--- src/rtl/jk_reg_bank.sv ---
// Bank of WIDTH JK bit-cells with clear/preset, per-bit JK mode and a binary counter mode.
// Optional macro JK_CNT_DOWN_EN adds input dn for down-counting in counter mode.
module jk_reg_bank #(
  parameter int               WIDTH   = 8,
  parameter logic [WIDTH-1:0] RST_VAL = '0
) (
  input  logic             clk,
  input  logic             rst_n,
  input  logic             clr,
  input  logic             preset,
  input  logic             en,
  input  logic             mode,
`ifdef JK_CNT_DOWN_EN
  input  logic             dn,
`endif
  input  logic [WIDTH-1:0] j,
  input  logic [WIDTH-1:0] k,
  output logic [WIDTH-1:0] q,
  output logic [WIDTH-1:0] qbar,
  output logic             tc,
  output logic             chg
);

  logic [WIDTH-1:0] q_q, q_d;
  logic [WIDTH-1:0] qbar_q;
  logic             chg_q;
  logic [WIDTH-1:0] tgl;
  logic             cnt_dn;

`ifdef JK_CNT_DOWN_EN
  assign cnt_dn = dn;
`else
  assign cnt_dn = 1'b0;
`endif

  // Ripple toggle condition: bit i flips when all lower bits are ones (up) or zeros (down).
  always_comb begin
    logic run;
    run = 1'b1;
    tgl = '0;
    for (int i = 0; i < WIDTH; i++) begin
      tgl[i] = run;
      run    = run & (cnt_dn ? ~q_q[i] : q_q[i]);
    end
  end

  always_comb begin
    q_d = q_q;
    if (clr)         q_d = '0;
    else if (preset) q_d = '1;
    else if (!en)    q_d = q_q;
    else if (mode)   q_d = q_q ^ tgl;
    else             q_d = (j & ~q_q) | (~k & q_q);
  end

  always_ff @(posedge clk) begin
    if (!rst_n) begin
      q_q    <= RST_VAL;
      qbar_q <= ~RST_VAL;
      chg_q  <= 1'b0;
    end else begin
      q_q    <= q_d;
      qbar_q <= ~q_d;
      chg_q  <= (q_d != q_q);
    end
  end

  assign q    = q_q;
  assign qbar = qbar_q;
  assign chg  = chg_q;
  assign tc   = mode & en & (cnt_dn ? (q_q == '0) : (q_q == '1));

endmodule

--- config.mk ---
export PLATFORM = sky130hd
export DESIGN_NAME = jk_reg_bank
export DESIGN_NICKNAME = d
export VERILOG_FILES = /design/src/rtl/jk_reg_bank.sv
export SDC_FILE = /design/constraint.sdc
export NUM_CORES = 1
export LEC_CHECK = 0
export ABC_AREA = 1
export BUFFER_PORTS_ARGS = -buffer_cell sky130_fd_sc_hd__buf_2
export CAP_MARGIN = 20
export CORE_ASPECT_RATIO = 0.8
export CORE_UTILIZATION = 48
export DETAILED_ROUTE_END_ITERATION = 12
export PLACE_DENSITY_LB_ADDON = 0.12
export SYNTH_ARGS = -nofsm -noshare
export SYNTH_HDL_FRONTEND = slang
export SYNTH_SLANG_ARGS = --single-unit
--- constraint.sdc ---
create_clock -name clk -period 2.9 [get_ports clk]
set_input_delay 0.29 -clock clk [delete_from_list [all_inputs] [get_ports clk]]
set_output_delay 0.29 -clock clk [all_outputs]
set_load 0.005 [all_outputs]
Word level (Yosys, flattened, before mapping)

Index checks and enable logic that the tools add are counted.

Equality and inequality tests: 2
Multiplexer cells: 4
Bitwise logic cells: 15

Operators by type and width:

| cell                 | number |
|---|---|
| $mux W8              | 4 |
| $not A8 Y8           | 3 |
| $and A8 B8 Y8        | 2 |
| $and A1 B1 Y1        | 8 |
| $eq A8 B8 Y1 const B | 1 |
| $ne A8 B8 Y1         | 1 |
| $or A8 B8 Y8         | 1 |
| $xor A8 B8 Y8        | 1 |

Flip-flop bits (word level): 17
Output and inout port bits: 18
Logic and storage cells: 24

Depth between registers and ports, before layout

Depth after elaboration: 12
Gate-level depth with buffers: 18

Worst setup path after synthesis

OpenSTA, ideal clock, no wires.

Kind: register to register
Start point: register q_q[0] (netlist: q[0])
End point: register chg_q (netlist: chg)
Library setup time: 120 ps
Data arrival time: 2,167 ps
Data required time: 2,780 ps
Path slack: 613 ps
Stages on the path, launching flop included: 17
Buffers on the path: 0
Cells stage by stage: dfxtp_1 > ha_1 > ha_1 > ha_1 > ha_1 > ha_1 > ha_1 > nor2_4 > nor2_1 > nand2_1 > nand2_1 > nand3_1 > nand3_1 > nor2_1 > nand2_1 > nor2_1 > nor2_1

Cells in the longest elaborated chain, start to end: 12

Ends and longest elaborated chain:

| what                       | RTL line | RTL |
|---|---|---|
| start, declared            | 24       | `logic [WIDTH-1:0] q_q, q_d;` |
| start signal, assigned     | 62       | `q_q <= q_d;` |
| $and A1 B1 Y1 (6 in a row) | 43       | `run = run & (cnt_dn ? ~q_q[i] : q_q[i]);` |
| $xor A8 B8 Y8              | 52       | `else if (mode) q_d = q_q ^ tgl;` |
| $mux W8                    | 52       |  |
| $mux W8                    | 51       | `else if (!en) q_d = q_q;` |
| $mux W8                    | 50       | `else if (preset) q_d = '1;` |
| $mux W8                    | 49       | `if (clr) q_d = '0;` |
| $ne A8 B8 Y1 (*)           | 64       | `chg_q <= (q_d != q_q);` |
| end signal, assigned       | 64       |  |
| end, declared              | 26       | `logic chg_q;` |

Every way passes the cells marked *; elsewhere a longest branch is shown, timed or not.
A chain may end at the register's enable or synchronous reset.

Worst setup path in the final report

Ends and elaborated chain as after synthesis.

==> flow_metrics.env <==
export IMPL_final_max_slew_viol_count=0
export IMPL_clock_path_buffers=2
export IMPL_critPathRequiredTime_ns=3.08
export IMPL_clkSinkCount=17
export IMPL_final_setup_tns_ns=0
export IMPL_reg2reg_to="chg"
export IMPL_slew_headroom_pct=72.4
export IMPL_grt_max_degree=16
export IMPL_worstHoldPathType="input pin to register"
export IMPL_layout_drive_gt1_share_pct=23.6
export IMPL_r2r_setup_slack_ns=0.41
export IMPL_max_freq_mhz=401
export IMPL_setup_viol=0
export IMPL_whs_path_depth=2
export IMPL_crit_path_end_kind="register"
export IMPL_rsz0062_at_grt="no"
export IMPL_diodes=0
export IMPL_drc_errors=0
export IMPL_switching_share_pct=30.2
export IMPL_dieArea_um2=2350
export IMPL_cts_tree="done"
export IMPL_synth_area_um2=1040
export IMPL_gp_congestion=0.954
export IMPL_status="complete, no violations"
export IMPL_via_per_inst=4.83
export IMPL_min_period_ns=2.49
export IMPL_post_cts_setup_buffers=0
export IMPL_p_per_area_nw_per_um2=395
export IMPL_pwr_share_clk_pct=24.8
export IMPL_power_leakage_nw=0.724
export IMPL_holdCritStartpoint="rst_n"
export IMPL_synth_area_top_cells="dfxtp_1 (33%), nand2_1 (19%), nor2_1 (10%)"
export IMPL_critPathKind="register to register"
export IMPL_avgSynthCellArea_um2=6.18
export IMPL_synth_mux_area_share_pct=0
export IMPL_first_iter_violations=27
export IMPL_clock_skew_ns=0.0114
export IMPL_r2r_cells=15
export IMPL_ctsHoldBuffers=0
export IMPL_timing_rr_start="q[0]"
export IMPL_start_util_pct=52.9
export IMPL_layout_nets=237
export IMPL_worstSetupStartpointType="register"
export IMPL_post_drt_wl_per_cell_um=10.2
export IMPL_area_growth_pct=21.4
export IMPL_ys_top_cells_by_count="nand2_1 (53), nor2_1 (29), inv_1 (26)"
export IMPL_cts_made_buffers=3
export IMPL_clockRootBuffer="clkbuf_4"
export IMPL_synth_seq_cells=17
export IMPL_layoutNonFillerInstCount=232
export IMPL_clkLatencyLatePin_ns=0.29
export IMPL_routed_wirelength_mm=2.36
export IMPL_post_route_period_util_pct=86.0
export IMPL_irDropWorstVdd_mv=0.357
export IMPL_synthXorXnorAreaFrac_pct=0
export IMPL_boundaryPins=40
export IMPL_cts_htree_levels=1
export IMPL_synth_top_cell_area_share_pct=32.8
export IMPL_synth_edff_count=0
export IMPL_max_cap_violations=0
export IMPL_core_area_um2=1960
export IMPL_post_synth_and_or_nand_nor_area_fraction_pct=42.3
export IMPL_p_comb_share_pct=23.1
export IMPL_hold_path_end="qbar[6]"
export IMPL_crit_arrival_ns=2.67
export IMPL_synth_top_family_by_area="simple AND/OR/NAND/NOR gates"
export IMPL_cts_repair_resized=0
export IMPL_grt_pass1_vias=937
export IMPL_place_inst=228
export IMPL_p_switching_uw=151
export IMPL_crit_chain="ha_1 > ha_1 > ha_1 > ha_1 > ha_1 > ha_1 > nor2_4 > nor2_1 > nand2_1 > a21oi_2 > nor2_1 > nor2_1 > nand2_1 > nor2_1 > nor2_1"
export IMPL_hold_violations=0
export IMPL_dpl_worst_slack_ns=0.442
export IMPL_die_w_um=54.0
export IMPL_synthArstFlopShare_pct=0
export IMPL_cts_clk_slew_worst_paths_ns=0.10
export IMPL_path_common_cell="ha_1"
export IMPL_synthAdderAreaFrac_pct=7.23
export IMPL_worst_path_max_fanout=6
export IMPL_layout_setup_ws_ns=0.407
export IMPL_portBuffers=39
export IMPL_yosysSeqAreaShare_pct=32.8
export IMPL_hpwlAfterDp_mm=1.91
export IMPL_rows=14
export IMPL_slowest_delay_ns=0.37
export IMPL_whs_ns=0.201
export IMPL_tightest_slew_ns=0.413
export IMPL_synthCells=168
export IMPL_gr_total_overflow=0
export IMPL_synth_compound_area_share_pct=4.70
export IMPL_dr_total_vias=1120
export IMPL_die_h_um=43.6
export IMPL_synth_distinct_cells=18
export IMPL_grt_pass1_wl_mm=3.73
export IMPL_syn_nets=196
export IMPL_finalPower_uw=498
export IMPL_power_frac_seq_pct=52.1
export IMPL_synth_ff_type="dfxtp_1"
export IMPL_drtPass1Iterations=4
export IMPL_yosysTopAreaCell="dfxtp_1"
export IMPL_antenna_found_initial=0
export IMPL_synth_warning_count=0
export IMPL_antenna_left=0
export IMPL_crit_slowest_cell="dfxtp_1"
export IMPL_grt_usage_pct=22.1
export IMPL_internal_power_uw=347
export IMPL_synth_most_common_cell="nand2_1"
## final cells by class
type,count,area [um2]
fill,196,701
multi-input combinational,120,563
sequential,17,340
timing repair buffer,39,195
inverter,28,105
tap,24,30.0
clock buffer,3,22.5
clock inverter,1,5.00
## routing by layer
layer | global-route usage, % | wire, um | vias to the layer above
met2 | 38.5 | 1150 | 36
met4 | 4.10 | 13 | 0
met5 | 0 | 0 | -
li1 | - | - | 592
met1 | 26.2 | 1050 | 490
met3 | 7.72 | 141 | 2
## critical path: cells and delay by family (launching register included)
family / cells / cell delay [ns]
simple gates: 8 / 0.56
flops: 1 / 0.37
fa+ha+maj: 6 / 1.31
compound gates: 1 / 0.15
## registers in the layout, indices dropped and copies added (netlist names)
signal  flops
chg         1
q           8
qbar        8
## power groups by stage
stage / logic [mW] / registers [mW] / clock network, mW
after CTS: 0.115 / 0.259 / 0.128
after detailed placement: 0.115 / 0.265 / 0
after global placement: 0.112 / 0.264 / 0
final: 0.115 / 0.259 / 0.124
after floorplan: 0.0743 / 0.264 / 0
after global routing: 0.132 / 0.262 / 0.136
## kinds of logic (layout without fill, tap and decap cells)
kind of cell	Yosys count	count (layout)
compound gates	9	9
fa+ha+maj	6	6
flops	17	17
buf+inv	31	71
simple gates	105	105
## worst max-delay path by stage
stage               from  end  slack (ns)
detailed placement  q[0]  chg        0.44
CTS                 q[0]  chg        0.41
global placement    q[0]  chg        0.54
finish              q[0]  chg        0.41
global route        q[0]  chg        0.21
floorplan           q[0]  chg        0.61
## per-stage QoR
stage | instance area [um2] | utilization [%]
6_report | 1260 | 64.3
5_1_grt | 1260 | 64.3
2_1_floorplan | 1040 | -
3_5_place_dp | 1230 | 62.9
3_3_place_gp | 1230 | 62.9
4_1_cts | 1260 | 64.3
## cells in the final DEF, fill, tap and decap left out, drive strengths merged
cell    instances
ha              6
clkinv          1
nand3          18
nand3b          1
nor3            1
dfxtp          17
nand4           1
inv            28
a21oi           8
o21ai           1
clkbuf          3
buf            39
nand2          54
nor2           30
Power figures use the tool's default switching activity.
